### config.mk
export PLATFORM = sky130hd
export DESIGN_NAME = core_sequencer
export DESIGN_NICKNAME = d
export VERILOG_FILES = /design/src/rtl/core_sequencer_pkg.sv /design/src/rtl/core_sequencer_exec_timer.sv /design/src/rtl/core_sequencer.sv
export SDC_FILE = /design/constraint.sdc
export NUM_CORES = 1
export LEC_CHECK = 0
export CORE_MARGIN = 5
export CORE_UTILIZATION = 30
export CTS_BUF_LIST = sky130_fd_sc_hd__clkbuf_4
export DETAILED_ROUTE_END_ITERATION = 10
export PLACE_DENSITY = 0.64
export SLEW_MARGIN = 40
export SYNTH_ARGS = -nofsm -noshare
export SYNTH_HDL_FRONTEND = slang
export SYNTH_SLANG_ARGS = --single-unit
### constraint.sdc
create_clock -name i_clk -period 1.8 [get_ports i_clk]
set_input_delay 0.18 -clock i_clk [delete_from_list [all_inputs] [get_ports i_clk]]
set_output_delay 0.18 -clock i_clk [all_outputs]
set_load 0.01 [all_outputs]
### src/rtl/core_sequencer_pkg.sv
// Shared definitions for the core sequencer: state encoding, opcode constants
// and default widths.
package core_sequencer_pkg;

    typedef enum logic [2:0] {
        StFetch  = 3'd0,
        StDecode = 3'd1,
        StExec   = 3'd2,
        StWb     = 3'd3,
        StHalted = 3'd4
    } seqState_t;

    localparam logic [3:0]  OP_HLT      = 4'h3;
    localparam logic [3:0]  OP_WR       = 4'hA;

    localparam int unsigned DEF_PC_W    = 16;
    localparam int unsigned DEF_INSTR_W = 16;
    localparam int unsigned EXEC_CNT_W  = 4;

endpackage

### src/rtl/core_sequencer_exec_timer.sv
// Loadable down-counter with a zero flag; saturates at zero.
module core_sequencer_exec_timer #(
    parameter int unsigned CNT_W = 4
) (
    input  logic             i_clk,
    input  logic             i_rstn,
    input  logic             i_load,
    input  logic [CNT_W-1:0] i_loadVal,
    input  logic             i_dec,
    output logic [CNT_W-1:0] o_count,
    output logic             o_zero
);

    logic [CNT_W-1:0] cntQ, cntD;

    always_comb begin
        cntD = cntQ;
        if (i_load) begin
            cntD = i_loadVal;
        end else if (i_dec && (cntQ != '0)) begin
            cntD = cntQ - CNT_W'(1);
        end
    end

    always_ff @(posedge i_clk or negedge i_rstn) begin
        if (!i_rstn) begin
            cntQ <= '0;
        end else begin
            cntQ <= cntD;
        end
    end

    assign o_count = cntQ;
    assign o_zero  = (cntQ == '0);

endmodule

### src/rtl/core_sequencer.sv
// Multi-cycle instruction sequencer: fetch over req/ack, decode, execute, write back,
// with halt/resume. Owns the PC and the instruction register.
module core_sequencer
    import core_sequencer_pkg::*;
#(
    parameter int unsigned     PC_W        = DEF_PC_W,
    parameter int unsigned     INSTR_W     = DEF_INSTR_W,
    parameter logic [PC_W-1:0] RESET_PC    = '0,
    parameter int unsigned     EXEC_CYCLES = 2
) (
    input  logic               i_clk,
    input  logic               i_rstn,
    output logic               o_memReq,
    output logic [PC_W-1:0]    o_memAddr,
    input  logic               i_memAck,
    input  logic [INSTR_W-1:0] i_memData,
    output logic [INSTR_W-1:0] o_instr,
    output logic [3:0]         o_opcode,
    input  logic               i_wrReg,
    input  logic               i_isHLT,
    output logic               o_regWrEn,
    output logic [PC_W-1:0]    o_pc,
    output logic               o_halted,
    input  logic               i_resume
);

    localparam logic [EXEC_CNT_W-1:0] EXEC_LOAD = EXEC_CNT_W'(EXEC_CYCLES - 1);

    seqState_t            stateQ, stateD;
    logic [PC_W-1:0]      pcQ, pcD;
    logic [INSTR_W-1:0]   instrQ, instrD;
    logic                 wrRegQ, wrRegD;
    logic                 memReqQ, memReqD;
    logic                 tmrLoad, tmrDec, tmrZero;
    logic [EXEC_CNT_W-1:0] tmrCount;

    core_sequencer_exec_timer #(
        .CNT_W (EXEC_CNT_W)
    ) u_execTimer (
        .i_clk     (i_clk),
        .i_rstn    (i_rstn),
        .i_load    (tmrLoad),
        .i_loadVal (EXEC_LOAD),
        .i_dec     (tmrDec),
        .o_count   (tmrCount),
        .o_zero    (tmrZero)
    );

    always_comb begin
        stateD  = stateQ;
        pcD     = pcQ;
        instrD  = instrQ;
        wrRegD  = wrRegQ;
        tmrLoad = 1'b0;
        tmrDec  = 1'b0;
        unique case (stateQ)
            StFetch: begin
                // Gating on memReqQ drops acks that straddle reset release.
                if (memReqQ && i_memAck) begin
                    instrD = i_memData;
                    pcD    = pcQ + PC_W'(1);
                    stateD = StDecode;
                end
            end
            StDecode: begin
                if (i_isHLT) begin
                    stateD = StHalted;
                end else begin
                    wrRegD  = i_wrReg;
                    tmrLoad = 1'b1;
                    stateD  = StExec;
                end
            end
            StExec: begin
                if (tmrZero) begin
                    stateD = wrRegQ ? StWb : StFetch;
                end else begin
                    tmrDec = 1'b1;
                end
            end
            StWb: stateD = StFetch;
            StHalted: begin
                if (i_resume) begin
                    stateD = StFetch;
                end
            end
            default: stateD = StFetch;
        endcase
        memReqD = (stateD == StFetch);
    end

    always_ff @(posedge i_clk or negedge i_rstn) begin
        if (!i_rstn) begin
            stateQ  <= StFetch;
            pcQ     <= RESET_PC;
            instrQ  <= '0;
            wrRegQ  <= 1'b0;
            memReqQ <= 1'b0;
        end else begin
            stateQ  <= stateD;
            pcQ     <= pcD;
            instrQ  <= instrD;
            wrRegQ  <= wrRegD;
            memReqQ <= memReqD;
        end
    end

    assign o_memReq  = memReqQ;
    assign o_memAddr = pcQ;
    assign o_pc      = pcQ;
    assign o_instr   = instrQ;
    assign o_opcode  = instrQ[INSTR_W-1 -: 4];
    assign o_regWrEn = (stateQ == StWb);
    assign o_halted  = (stateQ == StHalted);

endmodule

* Word-level counts from Yosys, hierarchy flattened *
Cells that the tools add are included.

cells by class
  bitwise gates (word level) = 1
  add/sub/neg operators = 2
  equal/unequal tests = 4
  reduce and logical (&&, ||, !) cells = 9
  muxes and demuxes = 12

operator list
  operator                                              count
  adder 16 x 1 -> 16 bit (second input constant)        1
  two-way mux 3 bit                                     4
  one-hot mux 3 bit (4 select lines)                    1
  two-way mux 4 bit                                     2
  equality test 3 x 2 -> 1 bit (second input constant)  2
  zero test 3 bit                                       2
  zero test 4 bit                                       1
  two-way mux 1 bit                                     4
  AND reduction 2 bit                                   2
  nonzero test 4 bit                                    1
  subtractor 4 x 1 -> 4 bit (second input constant)     1
  equality test 3 x 1 -> 1 bit (second input constant)  1
  equality test 3 bit (second input constant)           1
  logical AND 1 bit                                     2
  two-way mux 2 bit                                     1
  nonzero test 2 bit                                    1
  inverter 1 bit                                        1

word-level totals
  register bits = 41
  logic and storage cells = 34
  input bits = 22
  output and inout port bits = 55

* Depth between registers and ports, before layout *
  depth after elaboration = 6
  mapped depth = 6
  depth with buffers taken out = 6

* Modules after synthesis *
A second synthesis with hierarchy kept.

second synthesis, totals
  cell total of the unflattened synthesis = 204
  area, all modules = 1,990.7 µm²

modules (own cells, without submodules)
  module                     cells an instance  area an instance (µm²)  times used  seq. area each (µm²)
  core_sequencer             177                1,720.4                 1           925.9
  core_sequencer_exec_timer  27                 270.3                   1           100.1

* Worst setup path after synthesis *
Ideal clock, no wire load.

  path type = reg-to-reg
  from = register stateQ[0]
  to = register pcQ[8], in the netlist o_memAddr[8]
  setup time = 0.128 ns
  cell stages (with the launch flop) = 6
  path slack = 0.321 ns
  required time = 1.672 ns
  data arrival time = 1.351 ns
  path buffers = 1
  clock period less this slack = 1.479 ns
  cell sequence = dfrtp_1 > nor4b_4 > and2_1 > buf_4 > nand2_1 > xnor2_1

between the ends
  longest elaborated chain between the ends = 2

ends and longest elaborated chain
  item                           RTL line               RTL
  from (decl)                    core_sequencer.sv:29   seqState_t stateQ, stateD;
  from (signal assigned)         core_sequencer.sv:94   stateQ <= StFetch;
  from (signal assigned)         core_sequencer.sv:100  stateQ <= stateD;
  zero test 3 bit                core_sequencer.sv:56   unique case (stateQ)
  AND reduction 2 bit (no line)  -
  to (signal assigned)           core_sequencer.sv:101  pcQ <= pcD;
  to (decl)                      core_sequencer.sv:30   logic [PC_W-1:0] pcQ, pcD;

No other way between the ends.
A chain may end at the register's enable or synchronous reset.

* Worst setup path after layout *
  from = register stateQ[2]
  to = register pcQ[12], in the netlist o_memAddr[12]

Same word-level chain as after synthesis.

==> flow_summary_export.csv <==
group,metric,value,unit
clock_tree,cts_tree,"done",
logic_synthesis,synth_nets,218,
floorplanning,die_w,90.1,µm
worst_setup_path,r2r_setup_slack,0.17,ns
worst_setup_path,timing.rr.end,"o_memAddr[12]$_DFFE_PN0P_",
route,drt_iter0_drc,92,
final_layout,drive_gt1_share,10.7,%
floorplanning,core,0.00631,mm²
run_status,status,"complete, no violations",
placed_design,portBuffers,76,
logic_synthesis,netlist-cell-type-count,31,
global_route,grt_pass1_vias,1528,
logic_synthesis,synth_enable_flop_cells,0,
final_layout,nNetsFinal,285,
worst_setup_path,r2r_cells,5,
final_layout,area_delta_synth_final,44.2,%
floorplanning,die-area,0.00813,mm²
sta,slew_headroom,64.8,%
sta,tns,0,ns
clock_tree,numCtsBuffers,5,
floorplanning,io_pins,77,
worst_setup_path,slowest_stage,"dfrtp_2",
sta,setup_viol,0,
route,drc_errors,0,
floorplanning,num_rows,29,
logic_synthesis,synth_top_cell_by_area,"dfrtp_1",
global_route,antenna_found_initial,0,
clock_tree,cts_sinks,41,
clock_tree,ctsHtreeMaxLevel,2,
floorplanning,start_util,30.5,%
worst_setup_path,path_class,"flip-flop to flip-flop",
min_path,hold_start,"i_memData[12]",
min_path,min_path_cells,3,
route,ant_nets,0,
logic_synthesis,ys_ff_latch,41,
worst_setup_path,path_delay_family,"simple AND/OR/NAND/NOR gates",
sta,rsz0062_at_grt,"false",
logic_synthesis,ys_seq_area_share,53.2,%
global_route,grt_first_pass_wirelength,7.59,mm
pwr,cellLeakagePower,1.30,nW
worst_setup_path,crit_chain,"buf_4, nor4b_4, and2_1, nand4_1, xnor2_1",
placed_design,hpwl,3.38,mm
sta,fmax,0.613,GHz
worst_setup_path,critPathLaunch,"stateQ[2]$_DFF_PN0_",
worst_setup_path,crit_arrival,1.89,ns
placed_design,globalplace.congestion,0.785,
sta,post-route-min-period,1.63,ns
clock_tree,cts-root-buf,"clkbuf_4",
worst_setup_path,timing.critical_path.buf_inv,1,
min_path,whs_endpoint,"o_instr[12]$_DFFE_PN0P_",
worst_setup_path,cpPeakStageDelay,0.43,ns
logic_synthesis,synthTopCellsByCount,"nand2_1, dfrtp_1, buf_4",
logic_synthesis,synthCells,194,
clock_tree,insertion_delay,0.36,ns
route,wirelength,4.56,mm
min_path,hp-class,"input port to flip-flop",
route,wl_per_cell,13.4,µm
worst_setup_path,start_kind,"flip-flop",
final_layout,n_antenna_cell,0,
route,num_vias,1526,
floorplanning,die_y,90.1,µm
route,first_pass_iters,4,
logic_synthesis,syn_area,0.00193,mm²
worst_setup_path,worstPathRequired,2.06,ns
global_route,grt-ovfl-total,0,
logic_synthesis,synth_async_sr_flop_share,100,%
sta,hold_viol,0,
sta,finalCritPeriodShare,90.6,%
sta,fin_skew,0.0180,ns
route,avgViaCountPerCell,4.50,
logic_synthesis,synth_top_area_share,53.2,%
sta,tightest_slew,0.529,ns
logic_synthesis,synth.most_common_cell,"nand2_1",
worst_setup_path,endpoint_kind,"flip-flop",
clock_tree,clkTransAtPathRegs,0.14,ns
clock_tree,clockBufferDepth,2,
logic_synthesis,ys.flop_type,"dfrtp_1",
global_route,grt_usage,11.4,%
global_route,grt_max_degree,42,
run,max_cap_violations,0,
logic_synthesis,syn_avg_cell_area,9.93,µm²
pwr,power_density,1400,mW/mm²
worst_setup_path,critPathMaxFanout,7,
pwr,ir_drop,572,µV
final_layout,nFillCells,637,
logic_synthesis,netlist_top_cells_area,"dfrtp_1, nand2_1, buf_4",
worst_setup_path,worstReg2RegStart,"stateQ[2]$_DFF_PN0_",
logic_synthesis,yosys_warnings,0,
sta,finalMaxSlewViolations,0,
sta,whs,0.341,ns
-- layout make-up --
cell class	count	area, µm²	area share [%]
Inverter	3	11.3	0.405
Tap cell	77	96.3	3.47
Sequential cell	41	1030	37.1
Clock inverter	3	65.1	2.34
Clock buffer	5	37.5	1.35
Timing Repair Buffer	84	820	29.5
Multi-Input combinational cell	126	718	25.9
-- cell usage in the layout (no fill, tap or decap), types with 3 or more instances in the layout --
cell type and count:
clkdlybuf4s50_1 73, xnor2_1 8, nor2_1 8, buf_4 7, nor3_1 4, inv_1 3
nand2_1 63, dfrtp_1 38, clkbuf_4 5, and3_1 4, xor2_1 10, dfrtp_2 3
nand3_1 4, nand4_1 3
-- kinds of logic (layout without fill, tap and decap cells) --
logic type               Yosys count  in the layout  synth area share, %
adder cells (fa/ha/maj)            2              2                 1.30
AO/OA/AOI/OAI                      4              4                 1.10
flip-flops                        41             41                 53.2
buffers and inverters             27             95                 9.48
multiplexers                       1              1                0.584
AND/OR/NAND/NOR                  101            101                 26.1
XOR/XNOR                          18             18                 8.18
-- repair_timing --
| action | CTS | global route |
|---|---|---|
| hold endpoints to repair | 41 | 0 |
| resized for setup | 3 | 2 |
| endpoints found under the setup margin | 2 | 1 |
| cloned | 0 | 0 |
| setup buffers | 1 | 0 |
| hold buffers | 1 | 0 |
-- power breakdown --
part / internal [mW] / switching (mW)
clock: 0.430 / 0.319
combinational: 0.898 / 0.740
sequential: 1.23 / 0.274
total: 2.56 / 1.33
-- sequential cells by signal (all words and copies together) (netlist names) --
signal	flops
wrRegQ	1
stateQ	3
u_execTimer.o_count	4
o_instr	16
o_memReq	1
o_memAddr	16
-- through the flow --
stage	worst slack, ns	instances	util (%)	power [mW]	instance area [µm²]
floorplan	0.321	194	-	2.35	1930
global placement	0.152	329	42.0	3.14	2650
detailed placement	0.0770	329	42.0	3.19	2650
CTS	0.00998	339	43.9	3.96	2770
global route	0.0585	339	44.0	4.19	2780
finish	0.169	339	44.0	3.89	2780
-- worst max-delay path by stage --
stage	cells after the start	to	slack [ns]
2_1_floorplan	5	o_memAddr[8]$_DFFE_PN0P_	0.32
3_3_place_gp	6	o_memAddr[15]$_DFFE_PN0P_	0.15
3_5_place_dp	5	o_memAddr[12]$_DFFE_PN0P_	0.08
4_1_cts	2	o_regWrEn	0.01
5_1_grt	5	o_memAddr[12]$_DFFE_PN0P_	0.06
6_report	5	o_memAddr[12]$_DFFE_PN0P_	0.17
-- tightest hold or removal path: cells and delay by family --
family / cells / cell delay [ns]
and+or+nand+nor: 2 / 0.09
buffers and inverters: 1 / 0.39
-- layer usage --
| metal | global-route usage, % | vias to the layer above | part of all wire (%) | wire length (µm) |
|---|---|---|---|---|
| met3 | 5.09 | 4 | 9.5 | 433 |
| met1 | 14.1 | 725 | 43 | 1970 |
| met4 | 2.61 | 0 | 0.68 | 31 |
| li1 | - | 737 | - | - |
| met5 | 0 | - | 0 | 0 |
| met2 | 18.4 | 60 | 47 | 2120 |
Note: power is estimated with default switching activity, not from simulation.
